===== src/rtl/serial_deser_pkg.sv =====
// Shared types and defaults for the serial deserializer.
package serial_deser_pkg;
  typedef enum logic {IDLE = 1'b0, SHIFT = 1'b1} deser_state_e;
  localparam int DW_DEF = 8;
endpackage


===== src/rtl/deser_hold_buf.sv =====
// One-entry holding register: loads on wr_en when empty or draining, 1-cycle latency.
// A write into a full, non-draining buffer is dropped and raises the sticky overrun flag.
module deser_hold_buf #(
  parameter int DW = 8
) (
  input  logic          i_clk,
  input  logic          i_rstn,
  input  logic [DW-1:0] word,
  input  logic          wr_en,
  input  logic          i_par_rdy,
  input  logic          i_clr_ovf,
  output logic [DW-1:0] o_par_out,
  output logic          o_par_vld,
  output logic          o_ovf
);
  logic drain;
  logic accept;
  logic ovf_set;

  assign drain   = o_par_vld & i_par_rdy;
  assign accept  = wr_en & (~o_par_vld | drain);
  assign ovf_set = wr_en & o_par_vld & ~i_par_rdy;

  always_ff @(posedge i_clk or negedge i_rstn) begin
    if (!i_rstn) begin
      o_par_out <= '0;
      o_par_vld <= 1'b0;
    end else if (accept) begin
      o_par_out <= word;
      o_par_vld <= 1'b1;
    end else if (drain) begin
      o_par_vld <= 1'b0;
    end
  end

  // Setting wins over a same-edge clear so no overrun is ever lost.
  always_ff @(posedge i_clk or negedge i_rstn) begin
    if (!i_rstn) begin
      o_ovf <= 1'b0;
    end else if (ovf_set) begin
      o_ovf <= 1'b1;
    end else if (i_clr_ovf) begin
      o_ovf <= 1'b0;
    end
  end
endmodule


===== src/rtl/serial_deserializer.sv =====
// Serial-in/parallel-out receiver framed by i_sof; word valid on the edge sampling its last bit.
// Output held in a one-entry buffer; a full, unread buffer drops new words and flags overrun.
module serial_deserializer
  import serial_deser_pkg::*;
#(
  parameter int DW        = DW_DEF,
  parameter int MSB_FIRST = 1
) (
  input  logic          i_clk,
  input  logic          i_rstn,
  input  logic          i_ser_in,
  input  logic          i_ser_vld,
  input  logic          i_sof,
  output logic [DW-1:0] o_par_out,
  output logic          o_par_vld,
  input  logic          i_par_rdy,
  output logic          o_busy,
  output logic          o_ovf,
  input  logic          i_clr_ovf
);
  localparam int CW = $clog2(DW);
  localparam logic [CW-1:0] LAST = CW'(DW - 1);

  deser_state_e  state, state_nxt;
  logic [CW-1:0] cnt;
  logic [DW-1:0] shreg, shreg_nxt;
  logic          take_bit;
  logic          word_done;

  assign take_bit  = i_ser_vld & (i_sof | (state == SHIFT));
  assign word_done = i_ser_vld & ~i_sof & (state == SHIFT) & (cnt == LAST);

  always_comb begin
    shreg_nxt = shreg;
    if (MSB_FIRST != 0) shreg_nxt = {shreg[DW-2:0], i_ser_in};
    else                shreg_nxt = {i_ser_in, shreg[DW-1:1]};
  end

  always_ff @(posedge i_clk or negedge i_rstn) begin
    if (!i_rstn) state <= IDLE;
    else         state <= state_nxt;
  end

  always_comb begin
    state_nxt = state;
    case (state)
      IDLE:    if (i_ser_vld && i_sof) state_nxt = SHIFT;
      SHIFT:   if (word_done)          state_nxt = IDLE;
      default: state_nxt = IDLE;
    endcase
  end

  always_comb begin
    o_busy = (state == SHIFT);
  end

  // An SOF mid-frame restarts the count, silently discarding the partial word.
  always_ff @(posedge i_clk or negedge i_rstn) begin
    if (!i_rstn) begin
      cnt   <= '0;
      shreg <= '0;
    end else if (take_bit) begin
      shreg <= shreg_nxt;
      if (i_sof)          cnt <= CW'(1);
      else if (word_done) cnt <= '0;
      else                cnt <= cnt + CW'(1);
    end
  end

  deser_hold_buf #(.DW(DW)) u_hold (
    .i_clk     (i_clk),
    .i_rstn    (i_rstn),
    .word      (shreg_nxt),
    .wr_en     (word_done),
    .i_par_rdy (i_par_rdy),
    .i_clr_ovf (i_clr_ovf),
    .o_par_out (o_par_out),
    .o_par_vld (o_par_vld),
    .o_ovf     (o_ovf)
  );
endmodule


===== config.mk =====
export PLATFORM = sky130hd
export DESIGN_NAME = serial_deserializer
export DESIGN_NICKNAME = d
export VERILOG_FILES = /design/src/rtl/serial_deser_pkg.sv /design/src/rtl/deser_hold_buf.sv /design/src/rtl/serial_deserializer.sv
export SDC_FILE = /design/constraint.sdc
export NUM_CORES = 1
export LEC_CHECK = 0
export CELL_PAD_IN_SITES_DETAIL_PLACEMENT = 1
export CELL_PAD_IN_SITES_GLOBAL_PLACEMENT = 1
export CORE_MARGIN = 3
export CORE_UTILIZATION = 40
export CTS_CLUSTER_DIAMETER = 120
export DETAILED_ROUTE_END_ITERATION = 7
export DONT_BUFFER_PORTS = 1
export PLACE_DENSITY_LB_ADDON = 0.15
export SETUP_SLACK_MARGIN = 0.3
export SYNTH_ARGS = -nofsm -noshare
export SYNTH_HDL_FRONTEND = slang
export SYNTH_SLANG_ARGS = --single-unit

===== constraint.sdc =====
create_clock -name i_clk -period 2.65 [get_ports i_clk]
set_input_delay 0.53 -clock i_clk [delete_from_list [all_inputs] [get_ports i_clk]]
set_output_delay 0.53 -clock i_clk [all_outputs]
set_load 0.1 [all_outputs]

# Word level (Yosys, flattened, before mapping)
# Cells that the tools add are included.
# Widths: inputs -> output; s select.
[op_classes] add_sub_neg=1 eq_ne=1 muxes=9 bitwise=14 n_reduce_logical=3
[op_table] operator="$and 1x1->1" n=8
[op_table] operator="$mux 1" n=6
[op_table] operator="$mux 3" n=2
[op_table] operator="$not 1->1" n=4
[op_table] operator="$reduce_bool 2->1" n=2
[op_table] operator="$add 3x1->3 const B" n=1
[op_table] operator="$eq 3x3->1 const B" n=1
[op_table] operator="$or 1x1->1" n=2
[op_table] operator="$pmux 1 s2" n=1
[op_table] operator="$logic_and 1x1->1" n=1
[word_totals] ff_bits=21 out_inout_bits=11

# Longest topological paths before layout
# Gate-level depths: netlist of the first run.
[depth] ltp_word=7 ltp_mapped=6

# Modules after synthesis
# A second synthesis of the first run with hierarchy kept.
[hier_totals] cells_unflattened=62 area_unflattened_um2=942.2
[by_module_without_submodules] mod="serial_deserializer" instances=1 cells_per_inst=38 area_each_um2=529.3 seq_area_each_um2=275.3
[by_module_without_submodules] mod="deser_hold_buf" instances=1 cells_per_inst=24 area_each_um2=412.9 seq_area_each_um2=250.2

# Least setup slack after synthesis of the first run
# No wires, ideal clock.
[synth_timing] path_type="register -> register" from="register state, in the netlist o_busy" to="register u_hold.o_par_out[0]" t_arrival_ns=1.866 setup_slack_ns=0.657 stages_incl_launch_ff=6 n_path_buf=2 synth_period_minus_slack_ns=1.993 path_cell_list="dfrtp_1 buf_4 nand4b_4 nor2b_2 buf_6 mux2_4"
[synth_via] elab_chain_cells=3
[synth_lines] item="from (decl)" line="serial_deserializer.sv:24" text="deser_state_e state, state_nxt;"
[synth_lines] item="from (signal assigned)" line="serial_deserializer.sv:41" text="else state <= state_nxt;"
[synth_lines] item="$and 1x1->1 (2 in series)" line="serial_deserializer.sv:31" text="assign word_done = i_ser_vld & ~i_sof & (state == SHIFT) & (cnt == LAST);"
[synth_lines] item="$and 1x1->1" line="deser_hold_buf.sv:21" text="assign accept = wr_en & (~o_par_vld | drain);"
[synth_lines] item="to (signal assigned)" line="deser_hold_buf.sv:29" text="o_par_out <= word;"
[synth_lines] item="to (decl)" line="deser_hold_buf.sv:12" text="output logic [DW-1:0] o_par_out,"
# No other way between the ends.
# A chain may end at the register's enable or synchronous reset.

# Final worst setup path of the first run
[layout_timing] from="register cnt[0]" to="register u_hold.o_par_out[3]"
[layout_via] elab_chain_cells=3
[layout_lines] item="from (decl)" line="serial_deserializer.sv:25" text="logic [CW-1:0] cnt;"
[layout_lines] item="from (signal assigned)" line="serial_deserializer.sv:66" text="else cnt <= cnt + CW'(1);"
[layout_lines] item="$eq 3x3->1" line="serial_deserializer.sv:31"
[layout_lines] item="$and 1x1->1" line="serial_deserializer.sv:31"
[layout_lines] item="$and 1x1->1" line="deser_hold_buf.sv:21"
# No other way between the ends.

==> impl_metrics.json, run 1 <==
{
  "routed_wl_um": 1460,
  "area_growth_pct": 6.58,
  "clk_pin_slew_ns": 0.12,
  "hold_violations": 0,
  "layout-drive-gt1-share": 0.379,
  "die_w_um": 53.8,
  "cts_sinks": 21,
  "fin_nets": 76,
  "cts_setup_buffers": 0,
  "dieHeight_um": 53.8,
  "grt_max_degree": 22,
  "yosys_warnings": 0,
  "drt_pass1_iterations": 2,
  "postCtsHoldBufs": 1,
  "postSynthCellCount": 62,
  "gp_congestion": 0.716,
  "grtUsageTotal": 0.124,
  "cts_inserted_buffers": 3,
  "cp-end-kind": "flop",
  "timing.final.max_slew_violations": 0,
  "fin_tns_setup_ns": 0,
  "critPathKind": "reg -> reg",
  "maxSlewHeadroom": 0.381,
  "max_stage_delay_ns": 0.49,
  "comb_power_share": 0.143,
  "path_delay_family": "simple AND/OR/NAND/NOR gates",
  "p_clk_frac": 0.169,
  "clock_skew_ns": 0.00230,
  "grt_setup_unrepaired": "false",
  "synth-main-ff-cell": "dfrtp_1",
  "fillCellCount": 221,
  "period_needed_ns": 1.92,
  "grt_pass1_wl_um": 2530,
  "io_buffer_count": 0,
  "crit_slowest_cell": "nor2b_2",
  "cts_resized": 0,
  "grt_pass1_vias": 541,
  "wire_per_inst_um": 15.7,
  "drc_errors": 0,
  "diodes": 0,
  "syn-cell-area_um2": 913,
  "holdWs_ns": 0.305,
  "antenna_found_initial": 0,
  "finalInstanceArea_um2": 973,
  "final_common_cell": "dfrtp_1",
  "path_cells": "ha_1, ha_1, nand4b_4, nor2b_2, mux2_4",
  "synthesis.nets": 71,
  "ir_drop_uv": 376,
  "internal_power_mw": 0.524,
  "avgViaCountPerCell": 5.20,
  "path_max_fanout": 8,
  "power.switching_mw": 0.387,
  "postSynthAreaPerCell_um2": 14.7,
  "path_buf_inv": 0,
  "fp-row-count": 16,
  "cts_root_buf": "clkbuf_4",
  "hp-class": "in -> reg",
  "critPathArrivalTime_ns": 2.12,
  "final.period_utilization": 0.725,
  "p_seq_frac": 0.687,
  "setup_viol": 0,
  "fmax_ghz": 0.520,
  "postRouteAntennaNets": 0,
  "required_ns": 2.85,
  "tightestPinTransition_ns": 0.926,
  "cap_violations": 0,
  "status": "complete, no violations",
  "fin_util": 0.472,
  "seq_area_frac_synth": 0.575,
  "power.density_nw_per_um2": 936,
  "drtIter0Drc": 2,
  "p_leak_nw": 0.453,
  "dp_hpwl_um": 1030,
  "ios": 18,
  "ys_types": 19,
  "ys_async_sr_fraction": 1.00,
  "place_area_um2": 936,
  "start_kind": "flop",
  "h-tree-depth": 1,
  "initial_core_util": 0.443,
  "worstSkewPairLatency_ns": 0.30,
  "ys_ff_latch": 21,
  "dieArea_um2": 2890,
  "grt.overflow.total": 0,
  "core-area_um2": 2060,
  "clockBufferDepth": 2,
  "cts_tree": "yes",
  "worst_path_most_repeated_cell": "ha_1",
  "synth-edff-count": 0,
  "switching_share": 0.425,
  "mostFrequentLayoutCells": "dfrtp_1 (21), mux2_4 (8), mux2_2 (7)",
  "num_vias": 484
}
registers in the layout (all words and copies together) (netlist names):
name              count
u_hold.o_par_vld      1
o_busy                1
u_hold.o_par_out      8
u_hold.o_ovf          1
shreg                 7
cnt                   3
per-stage QoR:
step	setup WS (ns)	cells	total power [mW]
after CTS	0.719	93	0.924
after global placement	0.800	88	0.753
final	0.729	93	0.911
after global routing	0.623	93	0.963
after detailed placement	0.729	88	0.760
after floorplan	0.657	62	0.732
cell families after synthesis:
group	count (synthesis)	share of synthesized area
simple gates	11	0.0808
compound gates	7	0.0575
flops	21	0.575
buf+inv	6	0.0411
mux	15	0.218
fa+ha+maj	2	0.0274
Yosys cell counts, types with 2 or more instances:
cell type / number / share of area
buf_4: 2 / 0.016
dfrtp_1: 21 / 0.58
ha_1: 2 / 0.027
o22ai_1: 2 / 0.014
mux2_4: 8 / 0.13
inv_1: 3 / 0.012
nand2_1: 6 / 0.025
mux2_2: 7 / 0.086
worst register-to-register path: stages, from the launching register on:
cell      delay [ns]
dfrtp_1         0.39
ha_1            0.18
ha_1            0.26
nand4b_4        0.14
nor2b_2         0.49
mux2_4          0.35
power by group through the flow:
stage	sequential, mW	combinational, mW	clock (mW)
after global placement	0.633	0.120	0
after global routing	0.639	0.146	0.178
after CTS	0.628	0.133	0.163
final	0.626	0.131	0.154
after floorplan	0.625	0.107	0
after detailed placement	0.635	0.125	0
path summary, 6_finish.rpt:
check                      cells past startpoint  slack, ns          startpoint                         endpoint
max in group asynchronous                      1       1.29              i_rstn  u_hold.o_par_out[4]$_DFFE_PN0P_
setup / recovery                               5       0.73  cnt[0]$_DFFE_PN0P_  u_hold.o_par_out[3]$_DFFE_PN0P_
setup reg to reg                               5       0.73  cnt[0]$_DFFE_PN0P_  u_hold.o_par_out[3]$_DFFE_PN0P_
min in group asynchronous                      1       0.80              i_rstn               cnt[2]$_DFFE_PN0P_
hold / removal                                 1       0.31               i_sof               cnt[1]$_DFFE_PN0P_
hold reg to reg                                2       0.52  cnt[2]$_DFFE_PN0P_               cnt[2]$_DFFE_PN0P_
routing by layer:
metal	vias up	global-route usage	wire [µm]
li1	223	-	-
met1	245	0.174	741
met2	14	0.167	584
met3	2	0.0416	121
met4	0	0.0638	13
met5	-	0	0
layout make-up:
type,instances,area [µm²],share of cell area
sequential,21,526,0.540
multi-input combinational,35,350,0.360
timing repair buffer,3,25.0,0.0257
tap,27,33.8,0.0347
clock buffer,3,22.5,0.0231
clock inverter,1,5.00,0.00514
inverter,3,11.3,0.0116
(Power assumes the default switching activity.)
==> inputs of run 2 (changes only) <==
==> constraint.sdc (replaced) <==
create_clock -name i_clk -period 1.65 [get_ports i_clk]
set_input_delay 0.33 -clock i_clk [delete_from_list [all_inputs] [get_ports i_clk]]
set_output_delay 0.33 -clock i_clk [all_outputs]
set_load 0.1 [all_outputs]
==> impl_metrics.json, run 2 (same netlist as run 1, synthesis figures left out) <==
{
  "multi_input_area_um2": 412,
  "p_clk_frac": 0.154,
  "top_register": "u_hold.o_par_out",
  "min_delay_path_depth": 1,
  "start_kind": "flop",
  "reg_top3": "u_hold.o_par_out: 8 flops, shreg: 7 flops, cnt: 3 flops",
  "reg2reg_depth": 6,
  "dieArea_um2": 2890,
  "postRouteAntennaNets": 0,
  "diodes": 0,
  "area.sequential_um2": 531,
  "mostFrequentLayoutCells": "dfrtp_1 (19), buf_4 (14), mux2_4 (8)",
  "num_vias": 549,
  "ios": 18,
  "final.period_utilization": 0.933,
  "r2r_slack_ns": 0.11,
  "fin_nets": 92,
  "timing.final.max_slew_violations": 0,
  "avgViaCountPerCell": 5.04,
  "cts_inserted_buffers": 3,
  "period_needed_ns": 1.54,
  "required_ns": 1.84,
  "initial_core_util": 0.443,
  "h-tree-depth": 1,
  "critPathKind": "reg -> reg",
  "power.density_nw_per_um2": 1340,
  "cts_root_buf": "clkbuf_4",
  "maxSlewHeadroom": 0.380,
  "grt.overflow.total": 0,
  "cap_violations": 0,
  "grt_pass1_wl_um": 2640,
  "largest_reg_flops": 8,
  "cts_tree": "yes",
  "hold_end": "u_hold.o_ovf$_DFFE_PN0P_",
  "dieHeight_um": 53.8,
  "hold_violations": 0,
  "fillCellCount": 199,
  "critPathArrivalTime_ns": 1.73,
  "area_growth_pct": 30.8,
  "drtIter0Drc": 2,
  "total_power_mw": 1.60,
  "io_buffer_count": 0,
  "cp-end-kind": "flop",
  "p_leak_nw": 0.573,
  "grt_pass1_vias": 575,
  "crit_slowest_cell": "dfrtp_1",
  "power.switching_mw": 0.655,
  "fp-row-count": 16,
  "ir_drop_uv": 715,
  "p_seq_frac": 0.437,
  "final_common_cell": "dfrtp_1",
  "critPathLaunch": "cnt[0]$_DFFE_PN0P_",
  "grtUsageTotal": 0.135,
  "internal_power_mw": 0.943,
  "path_cells": "ha_4, ha_4, nand4b_4, nor2b_4, buf_12, mux2_4",
  "drc_errors": 0,
  "wire_per_inst_um": 15.8,
  "drt_pass1_iterations": 4,
  "clock_skew_ns": 0.0147,
  "clk_pin_slew_ns": 0.12,
  "cts_sinks": 21,
  "fin_tns_setup_ns": 0,
  "gp_congestion": 0.667,
  "tightestPinTransition_ns": 0.930,
  "min_from": "i_clr_ovf",
  "die_w_um": 53.8,
  "worstReg2RegStart": "cnt[0]$_DFFE_PN0P_",
  "antenna_found_initial": 0,
  "grt_setup_unrepaired": "true",
  "dp_hpwl_um": 1110,
  "worstSkewPairLatency_ns": 0.31,
  "setup_viol": 0,
  "path_max_fanout": 8,
  "fmax_ghz": 0.650,
  "max_stage_delay_ns": 0.42,
  "layout-drive-gt1-share": 0.573,
  "grt_max_degree": 22,
  "hp-class": "in -> reg",
  "core-area_um2": 2060,
  "reg2reg_to": "u_hold.o_par_out[1]$_DFFE_PN0P_",
  "routed_wl_um": 1720,
  "status": "complete, no violations",
  "comb_power_share": 0.410,
  "worst_path_most_repeated_cell": "ha_4",
  "clockBufferDepth": 2,
  "switching_share": 0.410
}
==> run 2: area by class of cell <==
| class | instances | area share |
|---|---|---|
| multi-input cells | 35 | 0.345 |
| clock buffers | 3 | 0.0188 |
| clock inverters | 1 | 0.00419 |
| well taps | 27 | 0.0283 |
| repair buffers | 19 | 0.151 |
| inverters | 3 | 0.00942 |
| flip-flops and latches | 21 | 0.444 |
==> run 2: how the worst max path moves through the flow <==
| stage | endpoint | slack (ns) | cells after the start |
|---|---|---|---|
| floorplan | shreg[0]$_DFFE_PN0P_ | 0.08 | 3 |
| global placement | u_hold.o_par_out[3]$_DFFE_PN0P_ | 0.08 | 6 |
| detailed placement | u_hold.o_par_out[0]$_DFFE_PN0P_ | 0.05 | 6 |
| CTS | u_hold.o_par_out[1]$_DFFE_PN0P_ | 0.12 | 6 |
| global route | u_hold.o_par_out[1]$_DFFE_PN0P_ | 0.02 | 6 |
| finish | u_hold.o_par_out[1]$_DFFE_PN0P_ | 0.11 | 6 |
==> run 2: per-layer routing <==
| layer | vias to the layer above | track usage | wire length (µm) |
|---|---|---|---|
| li1 | 257 | - | - |
| met1 | 272 | 0.151 | 710 |
| met2 | 15 | 0.212 | 859 |
| met3 | 5 | 0.0665 | 120 |
| met4 | 0 | 0.0638 | 29 |
| met5 | - | 0 | 0 |
==> run 2: worst max-delay path: cells and delay by family, from the launching register on <==
kind	cells	cell delay, ns
flip-flops	1	0.42
AND/OR/NAND/NOR	2	0.26
adder cells (fa/ha/maj)	2	0.31
buffers and inverters	1	0.14
multiplexers	1	0.29
==> run 2: power groups by stage <==
stage / clock network, mW / registers (mW) / logic, mW
floorplan: 0 / 1.01 / 0.172
global placement: 0 / 0.698 / 0.578
detailed placement: 0 / 0.703 / 0.585
CTS: 0.259 / 0.694 / 0.624
global route: 0.286 / 0.713 / 0.689
finish: 0.246 / 0.698 / 0.654
==> run 2: repair_timing <==
item,in CTS,in global routing
endpoints found under the setup margin,18,16
resized for setup,9,7
buffers inserted,3,2
hold buffers,1,0
pin swaps,3,5
endpoints found under the hold margin,21,0
==> run 2: through the flow <==
stage | instance area [µm²] | util | std cells | hold slack (ns) | setup WS [ns]
global route | 1190 | 0.579 | 109 | 0.0725 | 0.0244
global placement | 1040 | 0.502 | 99 | 0.0349 | 0.0813
CTS | 1140 | 0.555 | 107 | 0.0925 | 0.120
finish | 1190 | 0.579 | 109 | 0.106 | 0.111
floorplan | 922 | - | 62 | 0.0344 | 0.0800
detailed placement | 1040 | 0.502 | 99 | 0.0349 | 0.0524
==> inputs of run 3 (changes only) <==
--- a/config.mk
+++ b/config.mk
@@ -12,6 +12,7 @@
 export CTS_CLUSTER_DIAMETER = 120
 export DETAILED_ROUTE_END_ITERATION = 7
 export DONT_BUFFER_PORTS = 1
+export GPL_TIMING_DRIVEN = 1
 export PLACE_DENSITY_LB_ADDON = 0.15
 export SETUP_SLACK_MARGIN = 0.3
 export SYNTH_ARGS = -nofsm -noshare
==> results of run 3 <==
No change in the layout: final DEF, timing and power equal those of run 2.
==> RTL change, RTL diff (flow settings as in run 3) <==
The package constant `DW_DEF` goes from 8 to 4.
--- a/src/rtl/serial_deser_pkg.sv
+++ b/src/rtl/serial_deser_pkg.sv
@@ -1,6 +1,6 @@
 // Shared types and defaults for the serial deserializer.
 package serial_deser_pkg;
   typedef enum logic {IDLE = 1'b0, SHIFT = 1'b1} deser_state_e;
-  localparam int DW_DEF = 8;
+  localparam int DW_DEF = 4;
 endpackage
 
Ports: changed (resized o_par_out); port bits go from 18 to 14. No check against the original RTL was run, so the function may have changed too.
==> RTL change against run 3 <==
- worst setup slack better by 0.21 ns
- first-iteration DRC count fell by 50%
- sequential cell count is 9 lower
- synthesized area down 44%
- routed wire length fell by 30%
- critical path type unchanged
- maximum frequency grew 16%
- global-route usage increased by 1.7 points
- sequential share of layout area down 0.47 points
- design area shrank 41%
Power is not shown: default switching activity piles up to over one toggle a cycle in this logic, so the estimate is an artifact.
==> RTL change: results (changes against run 3) <==
| Metric | This run | Unit | Change |
|:---|:---|:---|:---|
| Distinct cell type count after synthesis | 14 | - | -5 |
| Top cells by instance count after synthesis | 12 x dfrtp_1, 7 x mux2_2, 5 x nand2_1 | - |  |
| Footprint of the flip-flops and latches | 308 | um2 | -42% |
| Worst clock skew | 0.00368 | ns | -0.0110 ns |
| Register clock-pin slew on the reported worst setup and hold paths | 0.08 | ns | -0.04 ns |
| # fillers | 109 | - | -45% |
| First drt pass iteration count | 2 | - | -2 |
| Gpl congestion | 0.753 | - | +13% |
| Number of nets in the layout | 64 | - | -30% |
| Insertion delay to the later sink of the worst-skew pair | 0.27 | ns | -0.04 ns |
| Total routing resource utilization after global routing | 15.2 | % | +1.7 points |
| Actual transition at the worst max-transition pin | 0.536 | ns | -0.394 ns |
| Number of placed instances, taps included | 59 | - | -40% |
| Period utilisation layout | 80.7 | % | -13 points |
| Pre-CTS worst setup slack | 0.231 | ns | +0.178 ns |
| Number of design-rule violations left by the first detailed-router iteration | 1 | - | -1 |
| Arrival time of data at the critical path endpoint | 1.49 | ns | -0.24 ns |
| Capture endpoint of the worst hold path | cnt[1]$_DFFE_PN0P_ | - |  |
| Maximum number of pins on one net before global-route repair | 13 | - | -41% |
| Post-route worst hold slack | 0.138 | ns | +0.0320 ns |
| Internal reg-to-reg setup slack | 0.32 | ns | +0.21 ns |
| Worst path depth | 4 | - | -2 |
| Synth Area in Compound Gates | 7.79 | % | +2.0 points |
| Start point of the worst hold path | i_sof | - |  |
| Global-route wire length before repair | 1.93 | mm | -27% |
| Largest registers | u_hold.o_par_out (4), shreg (3), cnt (2) | - |  |
| Final standard cell count with taps included and fillers excluded | 69 | - | -37% |
| Proportion of layout cells with a drive suffix above 1 | 50.9 | % | -6.4 points |
| Total number of vias | 365 | - | -34% |
| Area after DPL | 592 | um2 | -43% |
| Result of the run | finished clean | - |  |
| Sequential element share of the synthesized area | 58.4 | % | +0.86 points |
| Portion of netlist area occupied by mux cells | 15.3 | % | -6.5 points |
| Routed len/inst | 17.4 | um | +10% |
## RTL change: cell types whose count changed in the layout (fill, tap and decap cells not counted), moves of 2 or more
cell,delta
mux2_2,-4
buf_12,-2
buf_4,-3
mux2_4,-4
buf_6,-2
dfrtp_1,-9
## RTL change: final cells by class
type	count	area share, %
well taps	14	2.50
inverters	2	1.07
clock buffers	4	3.75
repair buffers	13	15.4
flip-flops and latches	12	43.9
multi-input cells	24	33.4
## RTL change: metal layers
layer | up-vias | wire, um | global-route usage [%]
li1 | 166 | - | -
met1 | 189 | 500 | 17.8
met2 | 10 | 628 | 25.3
met5 | - | 0 | 0
met4 | 0 | 0 | 3.85
met3 | 0 | 70 | 6.49
## RTL change: what timing repair did
action	in CTS	in global routing
endpoints found under the hold margin	12	0
setup buffers	2	3
pin swaps	1	2
hold buffers	1	0
cloned	0	0
setup endpoints to repair	5	5
gates resized for setup	3	5
